[src/rtl/inst_pos_bridge.sv]
// Posedge fetch bridge: turns held fetch requests into single-word valid/ready reads on the outer IRAM.
// It keeps a one-entry last-word buffer. Define INST_POS_BRIDGE_TIMEOUT_EN to add the WAIT timeout and the DRAIN recovery.
module inst_pos_bridge #(
    parameter logic [31:0] ADDR_BASE      = 32'h0000_0000,
    parameter logic [31:0] ADDR_END       = 32'h0000_0fff,
    parameter logic [15:0] TIMEOUT_CYCLES = 16'd255
) (
    input  logic        clk_i,
    input  logic        rst_ni,
    input  logic        inst_pos_req_i,
    input  logic [31:0] inst_pos_addr_i,
    output logic        inst_pos_ack_o,
    output logic [31:0] inst_pos_data_o,
    output logic        inst_pos_error_o,
    input  logic        flush_i,
    output logic        mem_req_valid_o,
    input  logic        mem_req_ready_i,
    output logic [31:0] mem_req_addr_o,
    input  logic        mem_rsp_valid_i,
    input  logic [31:0] mem_rsp_data_i,
    input  logic        mem_rsp_error_i
);

    typedef enum logic [2:0] {
        S_IDLE,
        S_REQ,
        S_WAIT,
        S_ACK,
        S_DRAIN
    } state_t;

    localparam logic [31:0] ADDR_SPAN = ADDR_END - ADDR_BASE;

    state_t      r_state;
    state_t      w_next_state;
    logic [31:0] r_req_addr;
    logic [31:0] r_data;
    logic        r_error;
    logic        r_buf_valid;
    logic [29:0] r_buf_tag;
    logic [31:0] r_buf_data;
    logic        r_flush_pend;
    logic        r_to_drain;

    logic [31:0] w_addr_off;
    logic        w_in_range;
    logic        w_hit;
    logic        w_timeout;
    logic        w_load_miss;
    logic        w_load_ack;
    logic [31:0] w_ack_data;
    logic        w_ack_error;
    logic        w_buf_write;
    logic        w_buf_clear;

    // Offset compare handles ADDR_BASE=0 without a constant-false "below base" test.
    assign w_addr_off = inst_pos_addr_i - ADDR_BASE;
    assign w_in_range = (w_addr_off <= ADDR_SPAN);
    assign w_hit      = r_buf_valid && !flush_i && (r_buf_tag == inst_pos_addr_i[31:2]);

`ifdef INST_POS_BRIDGE_TIMEOUT_EN
    logic [15:0] r_wait_cnt;

    // Held at zero outside WAIT, so it is already clear on every entry.
    always_ff @(posedge clk_i or negedge rst_ni) begin
        if (!rst_ni) begin
            r_wait_cnt <= 16'd0;
        end else if (r_state != S_WAIT) begin
            r_wait_cnt <= 16'd0;
        end else begin
            r_wait_cnt <= r_wait_cnt + 16'd1;
        end
    end

    assign w_timeout = (r_state == S_WAIT) && !mem_rsp_valid_i &&
                       (r_wait_cnt == (TIMEOUT_CYCLES - 16'd1));
`else
    // No counter in this build; the parameter is referenced only to keep its meaning visible.
    assign w_timeout = 1'b0 & (TIMEOUT_CYCLES == 16'd0);
`endif

    // NOTE: sequential state uses non-blocking (<=) so every register samples pre-edge values.
    always_ff @(posedge clk_i or negedge rst_ni) begin
        if (!rst_ni) begin
            r_state <= S_IDLE;
        end else begin
            r_state <= w_next_state;
        end
    end

    // NOTE: every always_comb output gets a default first, so no path can infer a latch.
    always_comb begin
        w_next_state = r_state;
        w_load_miss  = 1'b0;
        w_load_ack   = 1'b0;
        w_ack_data   = 32'd0;
        w_ack_error  = 1'b0;
        w_buf_write  = 1'b0;
        w_buf_clear  = flush_i;

        case (r_state)
            S_IDLE: begin
                if (inst_pos_req_i) begin
                    if (!w_in_range) begin
                        w_load_ack   = 1'b1;
                        w_ack_error  = 1'b1;
                        w_next_state = S_ACK;
                    end else if (w_hit) begin
                        w_load_ack   = 1'b1;
                        w_ack_data   = r_buf_data;
                        w_next_state = S_ACK;
                    end else begin
                        w_load_miss  = 1'b1;
                        w_next_state = S_REQ;
                    end
                end
            end
            S_REQ: begin
                if (mem_req_ready_i) begin
                    w_next_state = S_WAIT;
                end
            end
            S_WAIT: begin
                if (mem_rsp_valid_i) begin
                    w_load_ack   = 1'b1;
                    w_ack_data   = mem_rsp_data_i;
                    w_ack_error  = mem_rsp_error_i;
                    w_next_state = S_ACK;
                    if (mem_rsp_error_i) begin
                        w_buf_clear = 1'b1;
                    end else if (!flush_i && !r_flush_pend) begin
                        w_buf_write = 1'b1;
                    end
                end else if (w_timeout) begin
                    w_load_ack   = 1'b1;
                    w_ack_error  = 1'b1;
                    w_next_state = S_ACK;
                end
            end
            S_ACK: begin
                w_next_state = r_to_drain ? S_DRAIN : S_IDLE;
            end
            S_DRAIN: begin
                if (mem_rsp_valid_i) begin
                    w_next_state = S_IDLE;
                end
            end
            default: begin
                w_next_state = S_IDLE;
            end
        endcase
    end

    // NOTE: the buffer entry is reset along with its valid bit; it is a single word, not a RAM.
    always_ff @(posedge clk_i or negedge rst_ni) begin
        if (!rst_ni) begin
            r_req_addr   <= 32'd0;
            r_data       <= 32'd0;
            r_error      <= 1'b0;
            r_buf_valid  <= 1'b0;
            r_buf_tag    <= 30'd0;
            r_buf_data   <= 32'd0;
            r_flush_pend <= 1'b0;
            r_to_drain   <= 1'b0;
        end else begin
            if (w_load_miss) begin
                r_req_addr <= {inst_pos_addr_i[31:2], 2'b00};
            end
            if (w_load_ack) begin
                r_data     <= w_ack_data;
                r_error    <= w_ack_error;
                r_to_drain <= w_timeout;
            end
            if (w_buf_clear) begin
                r_buf_valid <= 1'b0;
            end else if (w_buf_write) begin
                r_buf_valid <= 1'b1;
            end
            if (w_buf_write) begin
                r_buf_tag  <= r_req_addr[31:2];
                r_buf_data <= mem_rsp_data_i;
            end
            // A flush seen while a read is in flight keeps that read's data out of the buffer.
            if (r_state == S_IDLE) begin
                r_flush_pend <= 1'b0;
            end else if (flush_i && (r_state == S_REQ || r_state == S_WAIT)) begin
                r_flush_pend <= 1'b1;
            end
        end
    end

    assign inst_pos_ack_o   = (r_state == S_ACK);
    assign inst_pos_data_o  = r_data;
    assign inst_pos_error_o = r_error;
    assign mem_req_valid_o  = (r_state == S_REQ);
    assign mem_req_addr_o   = r_req_addr;

endmodule

[config.mk]
export PLATFORM = sky130hd
export DESIGN_NAME = inst_pos_bridge
export DESIGN_NICKNAME = d
export VERILOG_FILES = /design/src/rtl/inst_pos_bridge.sv
export SDC_FILE = /design/constraint.sdc
export NUM_CORES = 1
export LEC_CHECK = 0
export ABC_CLOCK_PERIOD_IN_PS = 2700
export CAP_MARGIN = 15
export CORE_UTILIZATION = 65
export CTS_BUF_LIST = sky130_fd_sc_hd__clkbuf_4
export CTS_CLUSTER_SIZE = 12
export DETAILED_ROUTE_END_ITERATION = 8
export DONT_BUFFER_PORTS = 1
export GPL_TIMING_DRIVEN = 0
export HOLD_SLACK_MARGIN = 0.05
export PLACE_DENSITY = 0.81
export REMOVE_ABC_BUFFERS = 1
export SLEW_MARGIN = 10
export SYNTH_ARGS = -nofsm -noshare
export SYNTH_HDL_FRONTEND = slang
export SYNTH_SLANG_ARGS = --single-unit
[constraint.sdc]
create_clock -name clk_i -period 2.7 [get_ports clk_i]
set_input_delay 0.54 -clock clk_i [delete_from_list [all_inputs] [get_ports clk_i]]
set_output_delay 0.54 -clock clk_i [all_outputs]
set_load 0.02 [all_outputs]
==> results of run 1 <==
[cells by family after synthesis]
| group | count (synthesis) | synth area share |
|---|---|---|
| mux | 72 | 0.154 |
| fa+ha+maj | 5 | 0.0113 |
| flops | 129 | 0.586 |
| simple gates | 99 | 0.105 |
| other cells | 1 | 0.000680 |
| xor+xnor | 30 | 0.0477 |
| buf+inv | 29 | 0.0238 |
| compound gates | 42 | 0.0722 |
[worst max-delay path, cell delays in order (launching register included)]
cell,delay (ps)
dfrtp_1,400
xnor2_1,310
nand4_1,140
nor4_1,310
nand3_1,220
nor3_4,670
buf_8,250
a221o_1,160
[Yosys cell counts, types with 4 or more instances]
cell type,instances,area [um2]
inv_1,6,22.5
nand2_1,15,56.3
dfrtp_1,129,3230
nand3_1,4,20.0
mux2_4,10,150
xnor2_1,30,263
mux2_2,62,698
buf_2,6,30.0
nor4_1,10,62.6
ha_1,5,62.6
clkbuf_1,14,52.6
and2_1,21,131
nor2_1,4,15.0
a221o_1,32,320
and3_1,34,213
nand4_1,6,37.5
[timing repair]
action / in CTS / in global routing
setup endpoints to repair: 82 / 33
endpoints found under the hold margin: 130 / 129
resized for setup: 1 / 1
pin swaps: 0 / 0
[layout make-up]
| type | instances | area [um2] |
|---|---|---|
| Inverter | 6 | 22.5 |
| Timing Repair Buffer | 4 | 72.6 |
| Clock buffer | 18 | 135 |
| Clock inverter | 13 | 73.8 |
| Sequential cell | 129 | 3230 |
| Multi-Input combinational cell | 250 | 2190 |
| Tap cell | 105 | 131 |
| Fill cell | 529 | 2360 |
[registers in the layout, indices dropped and copies added, names as in the netlist]
register	cells
inst_pos_data_o	32
r_buf_data	32
mem_req_addr_o	30
r_buf_tag	30
r_state	2
inst_pos_error_o	1
r_buf_valid	1
r_flush_pend	1
[metrics by stage]
stage,setup WS (ps),total power (W)
finish,177,0.00517
global route,64.0,0.00544
CTS,89.8,0.00519
detailed placement,-281,0.00416
global placement,-1660,0.00400
floorplan,-388,0.00380
[worst max path at each step]
stage	depth (start not counted)	from	slack, ps	end
after floorplan	6	r_state[0]	-390	r_buf_data[0]
after global placement	6	r_state[0]	-1660	r_buf_data[26]
after detailed placement	7	r_state[0]	-280	r_buf_tag[4]
after CTS	7	r_state[0]	90	r_buf_data[28]
after global routing	7	r_buf_tag[8]	60	inst_pos_data_o[31]
final	7	r_buf_tag[14]	180	inst_pos_data_o[14]
[layer usage]
metal  part of all wire  global-route usage  up-vias  wire length [um]
met2               0.50               0.418      142              5480
met1               0.39               0.332     1689              4330
met3              0.086               0.108       24               942
met4              0.021               0.133        0               235
li1                   -                   -     1493                 -
met5                  0                   0        -                 0
[layout by cell type (no fill, tap or decap), types with 3 or more instances in the layout]
cell type | netlist | layout
dfrtp_1 | 129 | 129
and3_1 | 34 | 34
and2_1 | 21 | 21
mux2_2 | 62 | 62
clkbuf_4 | 0 | 18
a221o_1 | 32 | 32
clkinvlp_4 | 0 | 3
nor2_1 | 4 | 4
nor4_1 | 10 | 10
inv_1 | 6 | 6
nand4_1 | 6 | 6
clkinv_2 | 0 | 7
ha_1 | 5 | 4
mux2_4 | 10 | 10
xnor2_1 | 30 | 30
nand2_1 | 15 | 14
nand3_1 | 4 | 4
[power by group through the flow]
stage	Combinational (W)	Clock, W	Sequential (W)
floorplan	0.000835	0	0.00297
global placement	0.000968	0	0.00303
detailed placement	0.00108	0	0.00307
CTS	0.00109	0.00107	0.00303
global route	0.00119	0.00115	0.00310
finish	0.00110	0.00103	0.00303
==> results.md, run 1 <==
* Global-route wire length before repair at 17500 um
* Min cycle time layout at 2520 ps
* Sw frac at 0.346
* Effective utilization at floorplan at 0.671
* Number of core rows at 33
* Initial antenna violation count at 0
* Setup bufs post-CTS at 0
* # setup viols final at 0
* WL final at 11000 um
* Tot GR Track Use at 0.271
* CP Max Fanout at 17
* Clock Tree Buf Depth at 2
* Final core occ at 0.713
* Hold Violations, Final at 129
* Clock group share of total power at 0.200
* Number of H-tree levels at 4
* Synth Cell Area at 0.00551 mm2
* Number of global-route vias before repair at 3508
* Gate power share at 0.214
* Worst VDD drop at 339 uV
* Core Region at 0.00822 mm2
* Worst R2R Start: r_buf_tag[14]
* CTS tree: built
* Fin Hold WS at -313 ps
* Status: finished, violations left
* Setup TNS Final at 0 ps
* Synth async-reset ratio at 1.00
* Setup Skew at 13.2 ps
* CP Class: flip-flop to flip-flop
* # DRC at 0
* Fin nets at 484
* HP Class: input pin to async pin
* Sink Count at 129
* Post-synth cell types at 32
* Die Y at 94.1 um
* Post-synthesis average cell area at 13.5 um2
* Highest clock rate at 396 MHz
* Register area share after synthesis at 0.586
* Reg clk slew, reported paths at 110 ps
* Vias at 3348
* Final HPWL DP at 7470 um
* Most used flip-flop cell after synthesis: dfrtp_1
* Critical Path Sink Type: flip-flop
* Wirelength per Cell at 20.9 um
* Failing checks: hold timing
* RePlAce Congestion at 0.778
* Leak at 2.88 nW
* Clk Latency, worst-skew pair at 530 ps
* Area grow syn2layout at 6.22%
* Reg-to-reg endpoint: inst_pos_data_o[14]
* Share of layout cells above drive strength 1 at 0.262
* Worst EP required at 3160 ps
* Number of synthesis warnings at 0
* Sequential share of power at 0.587
* Io pins at 138
* Antenna Diode Count at 0
* Placed inst area at 0.00562 mm2
* Reg-to-reg setup timing slack at 180 ps
* Gr ovfl total at 0
* Number of flops mapped to enable cells by yosys at 0
* Full die area at 0.00885 mm2
* DP Cell Count at 493
* P per Cell Area at 883 mW/mm2
* Die width at 94.1 um
* Number of routed nets with antenna violations at 0
* Slew Limit Fails at 0
* Net Switching at 0.00179 W
* Number of detailed-routing iterations run before antenna repair at 4
* RSZ-0062 raised after global routing: no
* Worst-margin pin slew at 807 ps
* Max-Slew Margin vs Limit at 0.460
* Final Cycle Share at 0.935
* Startpoint types: flip-flop
* Vias/cell at 6.38
* Initial DRC count at 121
* Internal power at 0.00338 W
* Max_cap viols at 0
* Post-Layout Inst Area at 0.00586 mm2
* Post-synthesis register bit count at 129
* Instance count of the mapped netlist at 407
* TritonCTS Buffers at 17
* Buffers on Ports at 0
* Final Non-Filler Cells at 525
* CP arrival at 2990 ps
* CTS Hold Buffers Added at 1
* Clk root buf: clkbuf_4
* R2r worst-path depth at 7
* Pin count of the biggest net entering global routing at 130
No activity file was read; power rests on OpenSTA's default activity.
==> run 2, diff against run 1 <==
- CORE_UTILIZATION: 65 -> 50
- PLACE_DENSITY: 0.81 -> 0.65
==> results.md, run 2 (synthesized netlist as in run 1, its figures left out) <==
* CTS Hold Buffers Added at 1 (unchanged)
* CP Cell Sequence: xnor2_1 -> nand4_1 -> nor4_1 -> and3_1 -> o31ai_4 -> buf_8 -> a221o_1 (was xnor2_1 -> nand4_1 -> nor4_1 -> nand3_1 -> nor3_4 -> buf_8 -> a221o_1)
* Buffers on Ports at 0 (unchanged)
* Tot GR Track Use at 0.213 (was 0.271)
* Number of global-route vias before repair at 3558 (was 3508)
* # setup viols final at 0 (unchanged)
* TritonCTS Buffers at 17 (unchanged)
* Vias/cell at 5.91 (was 6.38)
* Worst R2R Start: r_buf_tag[9] (was r_buf_tag[14])
* Final HPWL DP at 7530 um (was 7470 um)
* Initial antenna violation count at 0 (unchanged)
* Number of buffer and inverter stages on the critical path at 1 (unchanged)
* CP Max Fanout at 18 (was 17)
* CP arrival at 2740 ps (was 2990 ps)
* Cell family with most CP delay: simple AND/OR/NAND/NOR gates (unchanged)
* HP Class: input pin to async pin (unchanged)
* Max_cap viols at 0 (unchanged)
* Max stage delay on crit path at 400 ps (was 670 ps)
* CP max-delay cell: dfrtp_1 (was nor3_4)
* Worst EP required at 3080 ps (was 3160 ps)
* Global-route wire length before repair at 18400 um (was 17500 um)
* WL final at 11400 um (was 11000 um)
* Wirelength per Cell at 20.4 um (was 20.9 um)
* Number of routed nets with antenna violations at 0 (unchanged)
* Fin nets at 486 (was 484)
* CTS tree: built (unchanged)
* Max-Slew Margin vs Limit at 0.432 (was 0.460)
* Worst-margin pin slew at 852 ps (was 807 ps)
* CP Class: flip-flop to flip-flop (unchanged)
* Core Region at 0.0105 mm2 (was 0.00822 mm2)
* Die Y at 107 um (was 94.1 um)
* Slew Limit Fails at 0 (unchanged)
* # DRC at 0 (unchanged)
* Share of layout cells above drive strength 1 at 0.265 (was 0.262)
* Effective utilization at floorplan at 0.525 (was 0.671)
* Sink Count at 129 (unchanged)
* Leak at 2.91 nW (was 2.88 nW)
* Final Cycle Share at 0.873 (was 0.935)
* Critical Path Sink Type: flip-flop (unchanged)
* Seq. cell area at 0.00323 mm2 (unchanged)
* Io pins at 138 (unchanged)
* Reg-to-reg endpoint: inst_pos_data_o[19] (was inst_pos_data_o[14])
* Vias at 3306 (was 3348)
* Full die area at 0.0114 mm2 (was 0.00885 mm2)
* Area of the multi-input gates at 0.00219 mm2 (unchanged)
* Setup Skew at 19.4 ps (was 13.2 ps)
* Number of core rows at 37 (was 33)
* RSZ-0062 raised after global routing: no (unchanged)
* Pin count of the biggest net entering global routing at 130 (unchanged)
* Total power at 0.00535 W (was 0.00517 W)
* Highest clock rate at 424 MHz (was 396 MHz)
* Hold Violations, Final at 129 (unchanged)
* Failing checks: hold timing (unchanged)
* Fin Hold WS at -291 ps (was -313 ps)
* Clock Tree Buf Depth at 2 (unchanged)
* Area grow syn2layout at 8.03% (was 6.22%)
* RePlAce Congestion at 0.735 (was 0.778)
* Gr ovfl total at 0 (unchanged)
* Commonest non-fill, non-tap cell in the layout: dfrtp_1 (unchanged)
* Number of detailed-routing iterations run before antenna repair at 4 (unchanged)
* Worst VDD drop at 437 uV (was 339 uV)
* Most frequent cells in the layout: dfrtp_1 (129), mux2_2 (62), and3_1 (34) (unchanged)
* Die width at 107 um (was 94.1 um)
* Reg clk slew, reported paths at 120 ps (was 110 ps)
* Place WS at -257 ps (was -281 ps)
* Reg-to-reg setup timing slack at 340 ps (was 180 ps)
* Clk root buf: clkbuf_4 (unchanged)
* Final WS setup at 342 ps (was 177 ps)
* Number of H-tree levels at 4 (unchanged)
* Min cycle time layout at 2360 ps (was 2520 ps)
* Fillers at 898 (was 529)
* Antenna Diode Count at 0 (unchanged)
* P per Cell Area at 898 mW/mm2 (was 883 mW/mm2)
* Initial DRC count at 184 (was 121)
* Clk Latency, worst-skew pair at 500 ps (was 530 ps)
* Status: finished, violations left (unchanged)
* Startpoint types: flip-flop (unchanged)
* R2r worst-path depth at 7 (unchanged)
run 2: metrics by stage:
stage / TNS, ps / instances / util / cell area, um2
2_1_floorplan: -24030 / 385 / - / 5410
3_3_place_gp: -150450 / 521 / 0.531 / 5580
3_5_place_dp: -10880 / 524 / 0.538 / 5650
4_1_cts: 0 / 557 / 0.564 / 5930
5_1_grt: 0 / 559 / 0.567 / 5960
6_report: 0 / 559 / 0.567 / 5960
run 2: final cells by class:
| class | count | share of cell area |
|---|---|---|
| well taps | 136 | 0.0286 |
| clock inverters | 12 | 0.0197 |
| inverters | 6 | 0.00378 |
| repair buffers | 6 | 0.0126 |
| flip-flops and latches | 129 | 0.542 |
| clock buffers | 20 | 0.0252 |
| multi-input cells | 250 | 0.368 |
run 2: what timing repair did:
item | in CTS | in global routing
buffers inserted | 0 | 2
resized for setup | 1 | 1
hold endpoints to repair | 130 | 129
endpoints found under the setup margin | 77 | 39
pin swaps | 0 | 1
run 2: how the worst max path moves through the flow:
stage,endpoint,slack (ps),from,depth (start not counted)
after floorplan,r_buf_data[0],-390,r_state[0],6
after global placement,r_buf_tag[8],-1820,r_state[0],6
after detailed placement,r_buf_data[9],-260,r_state[0],7
after CTS,r_buf_data[26],110,r_state[0],7
after global routing,r_buf_data[26],170,r_state[0],7
final,inst_pos_data_o[19],340,r_buf_tag[9],7
run 2: power by group:
part | total (W) | switching, W | internal, W
Clock | 0.00126 | 0.000697 | 0.000567
Sequential | 0.00302 | 0.000597 | 0.00242
Combinational | 0.00106 | 0.000480 | 0.000582
Total | 0.00535 | 0.00177 | 0.00357
run 2: metal layers:
layer / vias to the layer above / wire (um) / global-route usage
li1: 1488 / - / -
met1: 1692 / 4880 / 0.269
met2: 120 / 5480 / 0.338
met3: 6 / 988 / 0.0881
met4: 0 / 56 / 0.0616
met5: - / 0 / 0
==> run 3, diff against run 2 <==
--- a/config.mk
+++ b/config.mk
@@ -10,4 +10,5 @@
 export CORE_UTILIZATION = 50
 export CTS_BUF_LIST = sky130_fd_sc_hd__clkbuf_4
+export CTS_CLUSTER_DIAMETER = 120
 export CTS_CLUSTER_SIZE = 12
 export DETAILED_ROUTE_END_ITERATION = 8
==> constraint.sdc (replaced) <==
create_clock -name clk_i -period 2.7 [get_ports clk_i]
set_input_delay 0.675 -clock clk_i [delete_from_list [all_inputs] [get_ports clk_i]]
set_output_delay 0.675 -clock clk_i [all_outputs]
set_load 0.02 [all_outputs]
==> results.md, run 3 (synthesized netlist as in run 1, its figures left out) <==
* Startpoint types: flip-flop (unchanged)
* Reg-to-reg setup timing slack at 350 ps (was 340 ps)
* Io pins at 138 (unchanged)
* Number of buffer and inverter stages on the critical path at 1 (unchanged)
* Number of routed nets with antenna violations at 0 (unchanged)
* Wirelength per Cell at 20.4 um (about the same)
* Crit path depth at 7 (unchanged)
* Share of layout cells above drive strength 1 at 0.265 (about the same)
* Sink Count at 129 (unchanged)
* WL final at 11400 um (about the same)
* Met2 Track Usage GR at 0.336 (was 0.338)
* Die Y at 107 um (unchanged)
* Worst VDD drop at 436 uV (was 437 uV)
* Met3 Usage GRT at 0.0881 (unchanged)
* Min cycle time layout at 2350 ps (was 2360 ps)
* Vias at 3324 (was 3306)
* CP Max Fanout at 18 (unchanged)
* RePlAce Congestion at 0.735 (unchanged)
* Initial DRC count at 167 (was 184)
* Full die area at 0.0114 mm2 (unchanged)
* Max stage delay on crit path at 400 ps (about the same)
* Buffers on Ports at 0 (unchanged)
* CP arrival at 2740 ps (about the same)
* Final WS setup at 347 ps (was 342 ps)
* Gr ovfl total at 0 (unchanged)
* GR peak layer: met2 (unchanged)
* Final Cycle Share at 0.871 (was 0.873)
* Number of global-route vias before repair at 3550 (was 3558)
* Leak at 2.91 nW (about the same)
* Pin count of the biggest net entering global routing at 130 (unchanged)
* Clock Tree Buf Depth at 2 (unchanged)
* Core Region at 0.0105 mm2 (unchanged)
* Fin nets at 485 (was 486)
* Tot GR Track Use at 0.213 (about the same)
* Fin Hold WS at -156 ps (was -291 ps)
* Area grow syn2layout at 7.85% (was 8.03%)
* Failing checks: hold timing (unchanged)
* CP Cell Sequence: xnor2_1 -> nand4_1 -> nor4_1 -> and3_1 -> o31ai_4 -> buf_8 -> a221o_1 (unchanged)
* Clk Latency, worst-skew pair at 500 ps (about the same)
* Worst EP required at 3080 ps (about the same)
* HP Class: input pin to async pin (unchanged)
* Highest clock rate at 425 MHz (was 424 MHz)
* # setup viols final at 0 (unchanged)
* Slew Limit Fails at 0 (unchanged)
* P per Cell Area at 899 mW/mm2 (was 898 mW/mm2)
* Cell family with most CP delay: simple AND/OR/NAND/NOR gates (unchanged)
* Die width at 107 um (unchanged)
* CP max-delay cell: dfrtp_1 (unchanged)
* Effective utilization at floorplan at 0.525 (unchanged)
* # DRC at 0 (unchanged)
* Commonest non-fill, non-tap cell in the layout: dfrtp_1 (unchanged)
* Max_cap viols at 0 (unchanged)
* Reg clk slew, reported paths at 120 ps (about the same)
* CP Class: flip-flop to flip-flop (unchanged)
* Clk root buf: clkbuf_4 (unchanged)
* Final Non-Filler Cells at 558 (was 559)
* Global-route wire length before repair at 18400 um (about the same)
* Final HPWL DP at 7530 um (unchanged)
* Hold Violations, Final at 129 (unchanged)
* Vias/cell at 5.96 (was 5.91)
* Critical Path Sink Type: flip-flop (unchanged)
* R2r worst-path depth at 7 (unchanged)
* RSZ-0062 raised after global routing: no (unchanged)
* Number of H-tree levels at 4 (unchanged)
* Most frequent cells in the layout: dfrtp_1 (129), mux2_2 (62), and3_1 (34) (unchanged)
* Status: finished, violations left (unchanged)
* TritonCTS Buffers at 17 (unchanged)
* Max-Slew Margin vs Limit at 0.423 (was 0.432)
* Number of core rows at 37 (unchanged)
* Initial antenna violation count at 0 (unchanged)
* Worst-margin pin slew at 866 ps (was 852 ps)
* Setup Skew at 17.5 ps (was 19.4 ps)
* Total power at 0.00534 W (was 0.00535 W)
* CTS tree: built (unchanged)
* Setup TNS Final at 0 ps (unchanged)
* Antenna Diode Count at 0 (unchanged)
* DP Cell Count at 524 (unchanged)
* Met1 Use GR at 0.269 (about the same)
* Number of detailed-routing iterations run before antenna repair at 4 (unchanged)
* Place WS at -257 ps (unchanged)
==> run 3: where the power goes <==
group / internal [W] / switching, W
Clock: 0.000567 / 0.000695
Combinational: 0.000581 / 0.000478
Sequential: 0.00242 / 0.000596
Total: 0.00357 / 0.00177
==> run 3: layout make-up <==
cell class | count | area [um2]
Timing Repair Buffer | 5 | 65.1
Fill cell | 899 | 4560
Tap cell | 136 | 170
Clock buffer | 20 | 150
Sequential cell | 129 | 3230
Multi-Input combinational cell | 250 | 2190
Inverter | 6 | 22.5
Clock inverter | 12 | 118
==> run 3: what timing repair did <==
item,4_1_cts,5_1_grt
gates resized for setup,1,1
pin swaps,0,1
gates cloned,0,0
hold endpoints to repair,129,129
buffers inserted,0,2
setup endpoints to repair,77,39
==> run 3: metrics by stage <==
stage / cell area (um2) / utilization / hold slack (ps)
6_report: 5950 / 0.566 / -156
3_5_place_dp: 5650 / 0.538 / 382
5_1_grt: 5950 / 0.566 / -223
3_3_place_gp: 5580 / 0.531 / 382
4_1_cts: 5920 / 0.563 / -200
2_1_floorplan: 5410 / - / 379
==> run 3: final timing paths <==
| path | startpoint | to |
|---|---|---|
| min reg2reg | r_buf_data[26] | inst_pos_data_o[26] |
| min in group clk_i | flush_i | r_buf_valid |
| max reg2reg | r_buf_tag[9] | inst_pos_data_o[19] |
| max | r_buf_tag[9] | inst_pos_data_o[19] |
| min | rst_ni | r_buf_data[27] |
| max in group asynchronous | rst_ni | r_buf_data[12] |
==> run 3: routing by layer <==
metal	routed length, um	share of wire
met1	4870	0.43
met2	5390	0.47
met3	1030	0.090
met4	79	0.0069
met5	0	0
